### src/rtl/adsr_poly.sv
// Polyphonic ADSR envelope generator and voice mixer with a 3-stage sample pipeline.
// Build option ADSR_MIX_SATURATE_EN: clamp the mix sum instead of averaging it.
module adsr_poly #(
  parameter int NUM_VOICES   = 4,
  parameter int SAMPLE_WIDTH = 16,
  parameter int ENV_WIDTH    = 16
) (
  input  logic                               clk,
  input  logic                               reset,
  input  logic                               in_ready,
  input  logic [NUM_VOICES*SAMPLE_WIDTH-1:0] sample_in,
  input  logic [NUM_VOICES-1:0]              gate,
  input  logic [ENV_WIDTH-1:0]               attack_step,
  input  logic [ENV_WIDTH-1:0]               decay_step,
  input  logic [ENV_WIDTH-1:0]               sustain_level,
  input  logic [ENV_WIDTH-1:0]               release_step,
  output logic [SAMPLE_WIDTH-1:0]            sample_out,
  output logic                               out_valid,
  output logic [NUM_VOICES-1:0]              voice_active,
  output logic [NUM_VOICES*3-1:0]            voice_state,
  output logic [NUM_VOICES*ENV_WIDTH-1:0]    voice_env
);

  // Handshake: in_ready is a one-cycle tick strobe with no back-pressure; every
  // tick yields exactly one out_valid pulse three cycles later, in order.

  localparam int LOG_V = $clog2(NUM_VOICES);
  localparam int ACC_W = SAMPLE_WIDTH + LOG_V;
  localparam logic [ENV_WIDTH:0] ENV_MAX = {1'b0, {ENV_WIDTH{1'b1}}};

  typedef enum logic [2:0] {
    ST_IDLE    = 3'd0,
    ST_ATTACK  = 3'd1,
    ST_DECAY   = 3'd2,
    ST_SUSTAIN = 3'd3,
    ST_RELEASE = 3'd4
  } state_t;

  logic [NUM_VOICES*SAMPLE_WIDTH-1:0] scaled_bus;
  logic                               valid_s1;
  logic                               valid_s2;

  for (genvar i = 0; i < NUM_VOICES; i++) begin : gen_voice
    state_t                          state;
    logic [ENV_WIDTH-1:0]            env;
    logic signed [SAMPLE_WIDTH-1:0]  samp_q;
    logic signed [SAMPLE_WIDTH-1:0]  scaled_q;
    logic [ENV_WIDTH:0]              atk_sum;
    logic                            atk_done;
    logic                            dec_done;
    logic                            rel_done;
    logic signed [SAMPLE_WIDTH+ENV_WIDTH:0] samp_ext;
    logic signed [SAMPLE_WIDTH+ENV_WIDTH:0] env_ext;

    // Threshold tests run one bit wider than env so the sums cannot wrap.
    assign atk_sum  = {1'b0, env} + {1'b0, attack_step};
    assign atk_done = atk_sum >= ENV_MAX;
    assign dec_done = {1'b0, env} <= ({1'b0, sustain_level} + {1'b0, decay_step});
    assign rel_done = env <= release_step;

    assign samp_ext = {{(ENV_WIDTH+1){samp_q[SAMPLE_WIDTH-1]}}, samp_q};
    assign env_ext  = {{SAMPLE_WIDTH{1'b0}}, 1'b0, env};

    always_ff @(posedge clk) begin
      if (reset) begin
        state    <= ST_IDLE;
        env      <= '0;
        samp_q   <= '0;
        scaled_q <= '0;
      end else begin
        if (in_ready) begin
          samp_q <= sample_in[i*SAMPLE_WIDTH +: SAMPLE_WIDTH];
          case (state)
            ST_IDLE: begin
              if (gate[i]) state <= ST_ATTACK;
              else         env   <= '0;
            end
            ST_ATTACK: begin
              if (!gate[i]) begin
                state <= ST_RELEASE;
              end else if (atk_done) begin
                env   <= ENV_MAX[ENV_WIDTH-1:0];
                state <= ST_DECAY;
              end else begin
                env <= atk_sum[ENV_WIDTH-1:0];
              end
            end
            ST_DECAY: begin
              if (!gate[i]) begin
                state <= ST_RELEASE;
              end else if (dec_done) begin
                env   <= sustain_level;
                state <= ST_SUSTAIN;
              end else begin
                env <= env - decay_step;
              end
            end
            ST_SUSTAIN: begin
              if (!gate[i]) state <= ST_RELEASE;
              else          env   <= sustain_level;
            end
            ST_RELEASE: begin
              // A retrigger resumes attack from wherever the release had reached.
              if (gate[i]) begin
                state <= ST_ATTACK;
              end else if (rel_done) begin
                env   <= '0;
                state <= ST_IDLE;
              end else begin
                env <= env - release_step;
              end
            end
            default: begin
              state <= ST_IDLE;
              env   <= '0;
            end
          endcase
        end
        scaled_q <= (state == ST_IDLE) ? '0
                  : SAMPLE_WIDTH'((samp_ext * env_ext) >>> ENV_WIDTH);
      end
    end

    assign voice_state[i*3 +: 3]                = state;
    assign voice_env[i*ENV_WIDTH +: ENV_WIDTH]  = env;
    assign voice_active[i]                      = state != ST_IDLE;
    assign scaled_bus[i*SAMPLE_WIDTH +: SAMPLE_WIDTH] = scaled_q;
  end

  logic signed [ACC_W-1:0]        acc;
  logic signed [SAMPLE_WIDTH-1:0] mix;

  always_comb begin
    acc = '0;
    for (int i = 0; i < NUM_VOICES; i++) begin
      acc = acc + ACC_W'($signed(scaled_bus[i*SAMPLE_WIDTH +: SAMPLE_WIDTH]));
    end
  end

`ifdef ADSR_MIX_SATURATE_EN
  localparam logic signed [ACC_W-1:0] SAT_MAX = ACC_W'((64'sd1 <<< (SAMPLE_WIDTH-1)) - 64'sd1);
  localparam logic signed [ACC_W-1:0] SAT_MIN = -SAT_MAX - ACC_W'(1);

  always_comb begin
    if (acc > SAT_MAX)      mix = SAMPLE_WIDTH'(SAT_MAX);
    else if (acc < SAT_MIN) mix = SAMPLE_WIDTH'(SAT_MIN);
    else                    mix = SAMPLE_WIDTH'(acc);
  end
`else
  // Dividing by the voice-count headroom keeps the full-scale mix in range.
  assign mix = SAMPLE_WIDTH'(acc >>> LOG_V);
`endif

  always_ff @(posedge clk) begin
    if (reset) begin
      valid_s1   <= 1'b0;
      valid_s2   <= 1'b0;
      out_valid  <= 1'b0;
      sample_out <= '0;
    end else begin
      valid_s1  <= in_ready;
      valid_s2  <= valid_s1;
      out_valid <= valid_s2;
      if (valid_s2) sample_out <= mix;
    end
  end

endmodule

### config.mk
export PLATFORM = sky130hd
export DESIGN_NAME = adsr_poly
export DESIGN_NICKNAME = d
export VERILOG_FILES = /design/src/rtl/adsr_poly.sv
export SDC_FILE = /design/constraint.sdc
export NUM_CORES = 2
export LEC_CHECK = 0
export BUFFER_PORTS_ARGS = -buffer_cell sky130_fd_sc_hd__buf_4
export CAP_MARGIN = 20
export CORE_ASPECT_RATIO = 1.5
export CORE_MARGIN = 2
export CORE_UTILIZATION = 56
export DETAILED_ROUTE_END_ITERATION = 7
export PLACE_DENSITY_LB_ADDON = 0.12
export SYNTH_ARGS = -nofsm -noshare
export SYNTH_HDL_FRONTEND = slang
export SYNTH_SLANG_ARGS = --single-unit
### constraint.sdc
create_clock -name clk -period 21.3 [get_ports clk]
set_input_delay 4.26 -clock clk [delete_from_list [all_inputs] [get_ports clk]]
set_output_delay 4.26 -clock clk [all_outputs]
set_load 0.005 [all_outputs]
==> flow_summary.toml <==
[sta]
relSlewSlack = 0.2404
finalHoldViolations = 0
fmax_mhz = 106.1
finalSetupTns_ns = 0
whs_ns = 0.4941
setup_violations = 0
setup_ws_ns = 11.87
drv_slew = 0
skew_ns = 0.03158
period_needed_ns = 9.428
rsz0062_at_grt = "false"
fin_crit_sh = 0.4426
worst_slew_pin_slew_ns = 1.135

[setup_path]
crit_end = "gen_voice[0].env[10]$_SDFFE_PP0P_"
reg2regPathDepth = 21
worstSetupStartpoint = "sustain_level[1]"
r2r_start = "gen_voice[2].samp_q[3]$_SDFFE_PP0P_"
crit_required_ns = 21.86
arrival_ns = 9.99
rr_endpoint = "gen_voice[2].scaled_q[15]$_SDFF_PP0_"
cp_max_fo = 10
cp-end-kind = "flop"
rrSetupSlack_ns = 13.61
crit_type = "in -> reg"
worstSetupStartpointType = "input port"

[min_path]
hold_start = "valid_s1$_SDFF_PP0_"
hp-class = "reg -> reg"

[route]
vias_per_cell = 5.964
first_pass_iters = 7
drt_wl_total_um = 175800
wl_per_cell_um = 22.89
drc_errors = 0
ant_nets = 0
route.vias.total = 45798
drtIter0Drc = 3246

[cells_and_area]
nets = 8075
final_common_cell = "inv_1"
syn_to_final_growth_pct = 7.883
drive_above_1_share = 0.06495
fillers = 8655
final_cell_mix = "1044 x inv_1, 818 x fa_1, 739 x ha_1, 720 x nand2_1, 470 x and2_1"

[synthesis]
synth_top_family_by_area = "adder cells"
syn_area_um2 = 53700
ys_types = 81
ys_ff_latch = 223
syn_avg_cell_area_um2 = 8.582
synthMuxAreaShare = 0.02155
synthAdderAreaFrac = 0.4779
synth_xor_area_frac = 0.03817
netlist_instances = 6257
synth-edff-count = 0
synth_ff_type = "dfxtp_1"
synthSimpleGateAreaFrac = 0.1723
yosys_warnings = 0
yosysSeqAreaShare = 0.08314
syn_nets = 7949
async_flop_share = 0
synth_compound_area_frac = 0.1180

[cts]
cts.repair.resized = 0
numCtsBuffers = 29
cts_hold_buf = 0
clk-insertion-delay-late_ns = 0.66
cts_tree = "done"
post_cts_buffers = 0
htree_levels = 1
cts.path.max_buffers = 3
clk_pin_slew_ns = 0.07
cts-root-buf = "clkbuf_16"
numClockSinks = 223

[die]
die_area_um2 = 98430
initial_core_util = 0.5634
design.core.area_um2 = 95310
ioPinCount = 232
row_count = 139
die_y_um = 383.3
die_x_um = 256.8

[global_route]
grt_max_degree = 64
antenna_found_initial = 8
track_usage = 0.3615
first_global_vias = 47134
grt_pass1_wl_um = 272300
grt_overflow = 0

[placement]
pre_cts_ws_ns = 11.41
port_buffers = 231
dp_hpwl_um = 136100
place_congestion = 0.9571

[pwr]
powerDensity_nw_per_um2 = 25.20
ir_drop_v = 0.00005576
p_leak_uw = 0.02990

[job]
max-cap-violations = 0

[status]
status = "completed"
[kinds of logic after synthesis]
family                     count (synthesis)
adders and majority gates               1561
xor gates and xnor gates                 234
AOI/OAI and AO/OA                        945
DFF                                      223
buffers and inverters                   1271
muxes                                    115
and+or+nand+nor                         1908
[critical path: stages]
cell	delay, ns
buf_4	0.22
ha_1	0.28
a21o_1	0.18
a21oi_1	0.26
o21bai_1	0.10
a21oi_1	0.24
o21ai_0	0.21
a211oi_1	0.36
o21ai_0	0.25
a41o_1	0.30
a21oi_1	0.17
xor2_1	0.57
ha_1	0.37
nand4_1	0.09
or4_1	0.11
o21ai_0	0.06
a211oi_1	0.49
nand3_1	0.54
nor2_1	0.45
nand2_1	0.08
and3_1	0.15
a221oi_1	0.23
[report_power, final]
group | switching, uW | internal (uW)
Sequential | 45.3 | 429
Combinational | 255 | 152
Clock | 246 | 333
Total | 546 | 913
[how the worst min path moves through the flow]
stage | end | slack (ns) | cells past startpoint
6_report | valid_s2$_SDFF_PP0_ | 0.49 | 1
5_1_grt | valid_s2$_SDFF_PP0_ | 0.49 | 1
4_1_cts | valid_s2$_SDFF_PP0_ | 0.49 | 1
3_5_place_dp | valid_s2$_SDFF_PP0_ | 0.46 | 1
3_3_place_gp | valid_s2$_SDFF_PP0_ | 0.47 | 1
2_1_floorplan | valid_s2$_SDFF_PP0_ | 0.41 | 1
[through the flow]
step,total power (uW),instance area [um2],util,std cells
2_1_floorplan,711.9,53700,-,6257
3_3_place_gp,875.7,56830,0.5963,7619
3_5_place_dp,880.5,56850,0.5965,7621
4_1_cts,1462,57920,0.6077,7674
5_1_grt,1514,57920,0.6077,7675
6_report,1460,57930,0.6078,7679
[cells in the mapped netlist (53+ instances only)]
master    count  area [um2]
a21o_1      100       750.7
nor3_1       65       325.3
inv_1      1044        3919
mux2i_1     110        1101
a211oi_1     53       397.9
ha_1        739        9246
nand2b_1     64       400.4
xnor2_1     155        1358
a21oi_1     250        1251
clkbuf_1    206       773.2
nand2_1     720        2703
xor2_1       79       691.9
o21ai_0     170       850.8
dfxtp_1     223        4464
and2_1      470        2940
nand3_1      70       350.3
fa_1        818       16380
nor2_1      316        1186
[sequential cells by signal (all words and copies together), names as in the netlist]
name and count:
gen_voice.env 64, gen_voice.samp_q 64, valid_s1 1, valid_s2 1
gen_voice.scaled_q 64, gen_voice.state 12, sample_out 16, out_valid 1
[metal layers]
metal  global-route usage  routed length (um)  vias to the layer above
met3              0.05087               12280                      525
met1               0.4263               65760                    22887
met5                    0                  69                        -
met2               0.6222               85180                     1800
li1                     -                   -                    20576
met4               0.2229               12510                       10
[final cells by class]
class                      instances  area, um2  share of cell area
inverter                        1047       3930             0.06784
clock inverter                    22      312.8            0.005400
tap                             1269       1588             0.02741
timing repair buffer             319       2402             0.04147
multi-input combinational       4763      44470              0.7676
sequential                       223       4464             0.07706
antenna                            5      12.51           0.0002160
clock buffer                      31      753.2             0.01300
No activity file was read; power rests on OpenSTA's default activity.
